[src/rtl/tdm_demux1x8_if.sv]
// tdm_demux1x8_if: serial-slot input and parallel-frame output bundle; ch_upd only with DEMUX_STROBE_EN
interface tdm_demux1x8_if #(parameter int W = 1);
    logic [W-1:0]   din;
    logic           din_valid;
    logic           frame_start;
    logic [8*W-1:0] y;
    logic [2:0]     slot;
    logic           locked;
    logic           frame_done;
    logic           frame_err;
`ifdef DEMUX_STROBE_EN
    logic [7:0]     ch_upd;
`endif
    modport master (
        output din, din_valid, frame_start,
        input  y, slot, locked, frame_done, frame_err
`ifdef DEMUX_STROBE_EN
        , input ch_upd
`endif
    );
    modport slave (
        input  din, din_valid, frame_start,
        output y, slot, locked, frame_done, frame_err
`ifdef DEMUX_STROBE_EN
        , output ch_upd
`endif
    );
endinterface

[src/rtl/tdm_demux1x8.sv]
// tdm_demux1x8: 1-to-8 TDM slot demultiplexer publishing whole frames; DEMUX_STROBE_EN adds per-channel update strobes
module tdm_demux1x8 #(
    parameter int W = 1
) (
    input logic           clk,
    input logic           rst,
    tdm_demux1x8_if.slave bus
);
    typedef enum logic {IDLE, RUN} state_t;
    state_t         state, state_nx;
    logic [W-1:0]   shadow [7];
    logic           accept;
    logic           err_nx;
    logic           done_nx;
    logic [2:0]     wr_idx;
    logic [2:0]     slot_nx;
    logic [7:0]     upd_nx;
    logic [8*W-1:0] frame_nx;

    assign bus.locked = (state == RUN);

    // state register
    always_ff @(posedge clk) begin
        state <= rst ? IDLE : state_nx;
    end

    // lock on the first frame-start beat; only reset leaves RUN
    always_comb begin
        state_nx = (state == IDLE && bus.din_valid && bus.frame_start) ? RUN : state;
    end

    // beat decode: slot 7 never lands in the shadow, it goes straight into the published frame
    always_comb begin
        accept   = bus.din_valid && (state == RUN || bus.frame_start);
        err_nx   = state == RUN && bus.din_valid && bus.frame_start && bus.slot != 3'd0;
        wr_idx   = (state == IDLE || err_nx) ? 3'd0 : bus.slot;
        slot_nx  = accept ? wr_idx + 3'd1 : bus.slot;
        done_nx  = accept && wr_idx == 3'd7;
        upd_nx   = accept ? 8'd1 << wr_idx : 8'd0;
        frame_nx = '0;
        for (int k = 0; k < 7; k++) frame_nx[k*W +: W] = shadow[k];
        frame_nx[7*W +: W] = bus.din;
    end

    // shadow buffer, published frame, slot pointer and status pulses
    always_ff @(posedge clk) begin
        if (rst) begin
            for (int k = 0; k < 7; k++) shadow[k] <= '0;
            bus.y          <= '0;
            bus.slot       <= 3'd0;
            bus.frame_done <= 1'b0;
            bus.frame_err  <= 1'b0;
        end else begin
            for (int k = 0; k < 7; k++) if (accept && wr_idx == 3'(k)) shadow[k] <= bus.din;
            if (done_nx) bus.y <= frame_nx;
            bus.slot       <= slot_nx;
            bus.frame_done <= done_nx;
            bus.frame_err  <= err_nx;
        end
    end

`ifdef DEMUX_STROBE_EN
    // one-hot strobe for the channel written on the previous edge
    always_ff @(posedge clk) begin
        bus.ch_upd <= rst ? 8'd0 : upd_nx;
    end
`else
    logic unused_upd;
    assign unused_upd = ^upd_nx;
`endif

    // an errored beat is always slot 0, so it can never complete a frame
    a_no_done_with_err: assert property (@(posedge clk) disable iff (rst) !(bus.frame_done && bus.frame_err));
endmodule

[src/flat_wrapper.sv]
// flat-port wrapper written by rule: the top's interface ports become plain ports
module tdm_demux1x8_flat 
#(
    parameter int W = 1
)
  (clk, rst, bus_din, bus_din_valid, bus_frame_start, bus_y, bus_slot, bus_locked, bus_frame_done, bus_frame_err);
  tdm_demux1x8_if #(.W(W)) bus_i ();
  input logic clk;
  input logic rst;
  input wire logic [$bits(bus_i.din)-1:0] bus_din;
  input wire logic [$bits(bus_i.din_valid)-1:0] bus_din_valid;
  input wire logic [$bits(bus_i.frame_start)-1:0] bus_frame_start;
  output wire logic [$bits(bus_i.y)-1:0] bus_y;
  output wire logic [$bits(bus_i.slot)-1:0] bus_slot;
  output wire logic [$bits(bus_i.locked)-1:0] bus_locked;
  output wire logic [$bits(bus_i.frame_done)-1:0] bus_frame_done;
  output wire logic [$bits(bus_i.frame_err)-1:0] bus_frame_err;
  assign bus_i.din = bus_din;
  assign bus_i.din_valid = bus_din_valid;
  assign bus_i.frame_start = bus_frame_start;
  assign bus_y = bus_i.y;
  assign bus_slot = bus_i.slot;
  assign bus_locked = bus_i.locked;
  assign bus_frame_done = bus_i.frame_done;
  assign bus_frame_err = bus_i.frame_err;
  tdm_demux1x8 #(.W(W)) u_core (.clk(clk), .rst(rst), .bus(bus_i));
endmodule
[config.mk]
export PLATFORM = sky130hd
export DESIGN_NAME = tdm_demux1x8_flat
export DESIGN_NICKNAME = d
export VERILOG_FILES = /design/src/rtl/tdm_demux1x8_if.sv /design/src/rtl/tdm_demux1x8.sv /design/src/flat_wrapper.sv
export SDC_FILE = /design/constraint.sdc
export NUM_CORES = 1
export LEC_CHECK = 0
export ABC_AREA = 1
export BUFFER_PORTS_ARGS = -buffer_cell sky130_fd_sc_hd__buf_2
export CORE_UTILIZATION = 35
export DETAILED_ROUTE_END_ITERATION = 10
export PLACE_DENSITY = 0.62
export SYNTH_ARGS = -nofsm -noshare
export SYNTH_HDL_FRONTEND = slang
export SYNTH_SLANG_ARGS = --single-unit
[constraint.sdc]
create_clock -name clk -period 2.85 [get_ports clk]
set_clock_uncertainty 0.1 [all_clocks]
set_input_delay 0.285 -clock clk [delete_from_list [all_inputs] [get_ports clk]]
set_output_delay 0.285 -clock clk [all_outputs]
set_load 0.1 [all_outputs]
==> summary.md, run 1 <==
| Metric | Value |
|---|---|
| Outcome | finished clean |
| Antenna Nets Post-Route | 0 |
| Leakage | 0.509 nW |
| Final Slew Violations | 0 |
| Synth Cell Area | 972 sq um |
| GR Util met2 | 0.245 |
| Die area | 2990 sq um |
| Final worst setup slack | 1.05 ns |
| Min Hold Slack | 0.0769 ns |
| RSZ-0062 raised after global routing | false |
| CP startpoint kind | register |
| Total power | 0.554 mW |
| First-pass GRT wire length | 2780 um |
| Count of clock tree sinks | 21 |
| Core Region | 2540 sq um |
| Postcts setup bufs | 0 |
| CTS tree | done |
| Max Cap Violations | 0 |
| Pwr Density | 493 nW/um^2 |
| Cell variety after synth | 22 |
| HPWL Detailed | 1240 um |
| Slew HR | 0.677 |
| Cts hold-fix bufs | 0 |
| Initial antenna violation count | 0 |
| Register Area | 490 sq um |
| Fillcell total | 258 |
| Max VDD drop | 0.000303 V |
| Num ports | 19 |
| CTS resizes | 0 |
| Die span in x | 54.7 um |
| Total Routed Length | 1570 um |
| Sequential share of the synthesized area | 0.505 |
| Total grt overflow | 0 |
| Synth area leader | dfxtp_1 |
| Worst hold path stage count | 2 |
| Met1 Usage GRT | 0.135 |
| Clock root cell | clkbuf_4 |
| Largest net degree at the start of global routing | 20 |
| Critical path peak fanout | 5 |
| Synth warn | 0 |
| Worst reg2reg setup slack | 1.05 ns |
| Fin. Hold Viols | 0 |
| DIE HEIGHT | 54.7 um |
| Data arrival, critical path | 1.71 ns |
| Diode count | 0 |
| Post-place setup slack | 1.06 ns |
| Commonest non-fill, non-tap cell in the layout | nor2_1 |
| Multi-input gate area | 418 sq um |
| First-iteration detailed-routing DRC count | 1 |
| Worst-path clk slew | 0.12 ns |
| H-tree depth | 1 |
| Via count | 743 |
| Synthesized area per cell | 8.68 sq um |
| Most frequent cells in the layout | nor2_1, buf_2, nand2_1, dfxtp_1, o21ai_0 |
| Hold WC Path Type | primary input to register |
| Drt wl/cell | 9.63 um |
| Total GRT Usage | 0.130 |
| Final period util | 0.630 |
| Post-synthesis cell count | 112 |
| R2r worst-path depth | 10 |
| Vias in the first global route | 690 |
| Via/cell ratio | 4.56 |
| Share of cells above drive strength 1 | 0.286 |
| Inserted Clock Buffers | 3 |
| Initial core utilization | 0.382 |
| Slew @ Worst Pin | 0.488 ns |
| Post-Syn Nets | 121 |
| Seq cells post-synth | 21 |
| PortBufs | 18 |
| Final setup viols | 0 |
| Setup CP Type | register to register |
| First drt pass iteration count | 3 |
| Top-area cell type share of the netlist area | 0.288 |
| Crit end category | register |
| DRC errors left | 0 |
| Net count, final | 143 |
| Clock buffer depth | 2 |
| Gpl congestion | 0.733 |
| Area contributors post-synth | dfxtp_1, edfxtp_1, nor2_1 |
| Worst skew pair latency | 0.30 ns |
| Row Count | 18 |
| Layer with the highest usage | met2 |
| Crit path required time | 2.77 ns |
| M3 GR Usage | 0.0417 |
| Final core occ | 0.441 |
| P&R area growth vs syn | 15.6% |
| Fmax | 557 MHz |
| Setup TNS | 0 ns |
| Period minus WS final | 1.80 ns |
==> path summary, 6_finish.rpt <==
kind,from,to
setup / recovery,u_core.bus.slot[2]$_SDFFE_PP0P_,u_core.shadow[0][1]$_SDFFCE_PN0P_
hold reg to reg,u_core.bus.y[7]$_SDFFE_PP0P_,u_core.bus.y[7]$_SDFFE_PP0P_
hold / removal,rst,u_core.bus.locked$_SDFFE_PP0P_
setup reg to reg,u_core.bus.slot[2]$_SDFFE_PP0P_,u_core.shadow[0][1]$_SDFFCE_PN0P_
==> stage by stage <==
step | cell area (sq um) | cells
3_3_place_gp | 1100 | 159
4_1_cts | 1120 | 163
5_1_grt | 1120 | 163
2_1_floorplan | 972 | 112
3_5_place_dp | 1100 | 159
6_report | 1120 | 163
==> metal layers <==
layer	wire length [um]	up-vias
met5	0	-
met4	13	0
met3	74	2
met2	766	18
met1	715	325
li1	-	398
==> area by class of cell <==
cell class	count	share of cell area
repair buffers	18	0.0802
inverters	14	0.0535
well taps	30	0.0334
flip-flops and latches	21	0.437
clock inverters	1	0.00445
clock buffers	3	0.0200
multi-input cells	76	0.372
==> synthesized netlist by cell type (all sizes together) <==
cell type,count
a211oi,1
dfxtp,14
nor2,30
nand3,2
inv,12
edfxtp,7
nand4,1
clkinv,2
a21oi,3
ha,4
nor3,1
nand2,22
o21ai,12
clkbuf,1
==> power by group <==
part | leakage, nW | switching [mW] | internal (mW)
sequential | 0.186 | 0.00849 | 0.318
clock | 0.0177 | 0.0895 | 0.0523
combinational | 0.305 | 0.0673 | 0.0180
==> cell families (layout without fill, tap and decap cells) <==
logic type,after synthesis,count (layout),synth area share
compound gates,16,16,0.0978
fa+ha+maj,4,4,0.0515
simple gates,56,56,0.281
flops,21,21,0.505
buf+inv,15,36,0.0656
==> sequential cells by signal, summed over array words and instances, names as in the netlist <==
name,flops
bus_y,7
u_core.shadow,7
u_core.bus.slot,3
u_core.bus.frame_done,1
u_core.bus.frame_err,1
u_core.bus.locked,1
u_core.bus.y,1
==> worst max-delay path, cell delays in order, from the launching register on <==
cell and delay (ns):
dfxtp_1 0.36, inv_1 0.15, nand2_1 0.11, nand2_2 0.11, nand2_1 0.06, nor2_1 0.15
ha_1 0.17, inv_1 0.06, nor2_4 0.10, nand2_1 0.08, nand2_1 0.07
Power figures use the tool's default switching activity.
==> inputs of run 2 (changes only) <==
Settings changed: PLACE_DENSITY 0.62 to 0.64.
Clock period 2.85 ns to 1.5 ns, I/O delays scaled along.
==> run 2 against run 1 <==
Against the previous run: the flow now finishes with violations (negative setup slack); setup slack worse by 1.2 ns; worst hold slack worse by 0.065 ns; cell count rose by 10%; power increased by 110%; cell area up 22%; critical path type unchanged.
==> summary.md, run 2 (same netlist as run 1, synthesis figures left out) <==
| Metric | Value |
|---|---|
| Leakage | 0.597 nW (+17%) |
| Initial core utilization | 0.382 (unchanged) |
| Pwr Density | 834 nW/um^2 (+69%) |
| Drt wl/cell | 10.4 um (+8.3%) |
| CP startpoint kind | register |
| Setup CP Type | register to register |
| Max Used Layer | met4 |
| Fmax | 608 MHz (+9.2%) |
| Post-place setup slack | -0.134 ns (-1.19 ns) |
| Critical path peak fanout | 3 (-2) |
| Num ports | 19 (unchanged) |
| Hold WC Path Type | primary input to register |
| Outcome | complete, but fails checks |
| CTS tree | done |
| Reg-to-Reg Start | u_core.bus.slot[1]$_SDFFE_PP0P_ |
| Period minus WS final | 1.64 ns (-0.151 ns) |
| Count of clock tree sinks | 21 (unchanged) |
| Total power | 1.14 mW (+110%) |
| Core Region | 2540 sq um (unchanged) |
| First-iteration detailed-routing DRC count | 7 (+6) |
| Hold path endpoint | u_core.bus.y[7]$_SDFFE_PP0P_ |
| Clock buffer depth | 2 (unchanged) |
| Hold path start | bus_din |
| Worst-path clk slew | 0.13 ns (about the same) |
| Via count | 831 (+12%) |
| PortBufs | 18 (unchanged) |
| Min Hold Slack | 0.0117 ns (-0.0652 ns) |
| Diode count | 0 (unchanged) |
| Vias in the first global route | 762 (+10%) |
| Share of cells above drive strength 1 | 0.500 (+0.214) |
| Worst reg2reg setup slack | -0.14 ns (-1.20 ns) |
| WL met2 | 977 um (+28%) |
| Final setup viols | 20 (+20) |
| Max VDD drop | 0.000737 V (+140%) |
| Most frequent cells in the layout | nor2_1, buf_4, buf_2, nand2_1, dfxtp_1 |
| Crit end category | register |
| Via/cell ratio | 4.62 (+1.3%) |
| Total grt overflow | 0 (unchanged) |
| Routed wl met3 | 87 um (+18%) |
| Cell area after layout | 1370 sq um (+22%) |
| HPWL Detailed | 1350 um (+9.5%) |
| Total GRT Usage | 0.154 (+0.0236) |
| Commonest non-fill, non-tap cell in the layout | nor2_1 |
| Slew @ Worst Pin | 0.483 ns (-0.00412 ns) |
| DRC errors left | 0 (unchanged) |
| Final period util | 1.10 (+0.466) |
| Final Slew Violations | 0 (unchanged) |
| FF-to-FF End | u_core.shadow[0][5]$_DFFE_PP_ |
| R2r worst-path depth | 10 (unchanged) |
| Slew HR | 0.680 (+0.00273) |
| Row Count | 18 (unchanged) |
| Max Cap Violations | 0 (unchanged) |
| Worst hold path stage count | 3 (+1) |
| Antenna Nets Post-Route | 0 (unchanged) |
| Clock root cell | clkbuf_4 |
| Total Routed Length | 1880 um (+20%) |
| Failing checks | negative setup slack |
| First-pass GRT wire length | 3140 um (+13%) |
| Initial antenna violation count | 0 (unchanged) |
| Gpl congestion | 0.801 (+9.2%) |
| Post-route met1 wirelength | 777 um (+8.7%) |
| Die area | 2990 sq um (unchanged) |
| Fin. Hold Viols | 0 (unchanged) |
| First drt pass iteration count | 4 (+1) |
| H-tree depth | 1 (unchanged) |
| Inserted Clock Buffers | 3 (unchanged) |
| Worst skew pair latency | 0.32 ns (+0.02 ns) |
| Fillcell total | 240 (-7.0%) |
| Data arrival, critical path | 1.59 ns (-0.12 ns) |
| Net count, final | 160 (+12%) |
| Largest net degree at the start of global routing | 15 (-25%) |
| Final worst setup slack | -0.144 ns (-1.20 ns) |
| P&R area growth vs syn | 40.5% |
| RSZ-0062 raised after global routing | true |
| Die span in x | 54.7 um (unchanged) |
| DP Area | 1230 sq um (+13%) |
| Crit path required time | 1.45 ns (-1.32 ns) |
| DIE HEIGHT | 54.7 um (unchanged) |
-- run 2: changes by cell type in the layout (fill, tap and decap cells not counted), moves of 5 or more --
cell     before  now
buf_4         0   16
nand2_1      16   11
nand2_2       4    9
o21ai_0      12    6
-- run 2: power by group --
group | switching (mW) | leakage, nW | total, mW | internal (mW)
Sequential | 0.00949 | 0.189 | 0.613 | 0.603
Combinational | 0.161 | 0.390 | 0.243 | 0.0824
Clock | 0.184 | 0.0177 | 0.284 | 0.0999
Total | 0.354 | 0.597 | 1.14 | 0.786
-- run 2: through the flow --
stage                      util  std cells  setup TNS, ns
final                     0.537        180          -1.19
after global routing      0.537        180          -2.89
after CTS                 0.518        181         -0.992
after detailed placement  0.485        173          -1.38
after global placement    0.485        173         -0.728
after floorplan               -        112          -3.54
-- run 2: how the worst max path moves through the flow --
stage                                          startpoint                                end  slack [ns]  depth (start not counted)
after global routing      u_core.bus.slot[1]$_SDFFE_PP0P_  u_core.shadow[0][1]$_SDFFCE_PN0P_       -0.21                         10
final                     u_core.bus.slot[1]$_SDFFE_PP0P_      u_core.shadow[0][5]$_DFFE_PP_       -0.14                         10
after global placement    u_core.bus.slot[0]$_SDFFE_PP0P_  u_core.shadow[0][1]$_SDFFCE_PN0P_       -0.09                         10
after detailed placement  u_core.bus.slot[0]$_SDFFE_PP0P_              bus_y[5]$_SDFFE_PP0P_       -0.13                          9
after CTS                 u_core.bus.slot[1]$_SDFFE_PP0P_      u_core.shadow[0][5]$_DFFE_PP_       -0.13                         10
after floorplan           u_core.bus.slot[0]$_SDFFE_PP0P_      u_core.shadow[0][5]$_DFFE_PP_       -0.24                         10
-- run 2: cell type report --
class | instances | area [sq um] | share of cell area
sequential | 21 | 505 | 0.370
multi-input combinational | 76 | 493 | 0.361
timing repair buffer | 35 | 238 | 0.174
inverter | 14 | 65.1 | 0.0476
tap | 30 | 37.5 | 0.0275
clock buffer | 3 | 22.5 | 0.0165
clock inverter | 1 | 5.00 | 0.00366
-- run 2: per-layer routing --
metal | up-vias | GRT usage
met2 | 19 | 0.281
li1 | 430 | -
met3 | 4 | 0.0417
met4 | 0 | 0.0641
met5 | - | 0
met1 | 378 | 0.163
-- run 2: critical path: stages, from the launching register on --
cell and delay, ns:
dfxtp_4 0.36, nor2_1 0.09, nand2_1 0.08, nand2_2 0.12
nand2_2 0.08, nor2_4 0.09, ha_2 0.18, inv_2 0.04
nor2_4 0.09, nand2_2 0.07, nand2_2 0.06
-- run 2: what timing repair did --
| action | 4_1_cts | 5_1_grt |
|---|---|---|
| gates resized for setup | 12 | 17 |
| hold buffers | 1 | 0 |
| pin swaps | 8 | 8 |
| setup buffers | 3 | 1 |
| endpoints found under the setup margin | 20 | 24 |
| endpoints found under the hold margin | 3 | 0 |
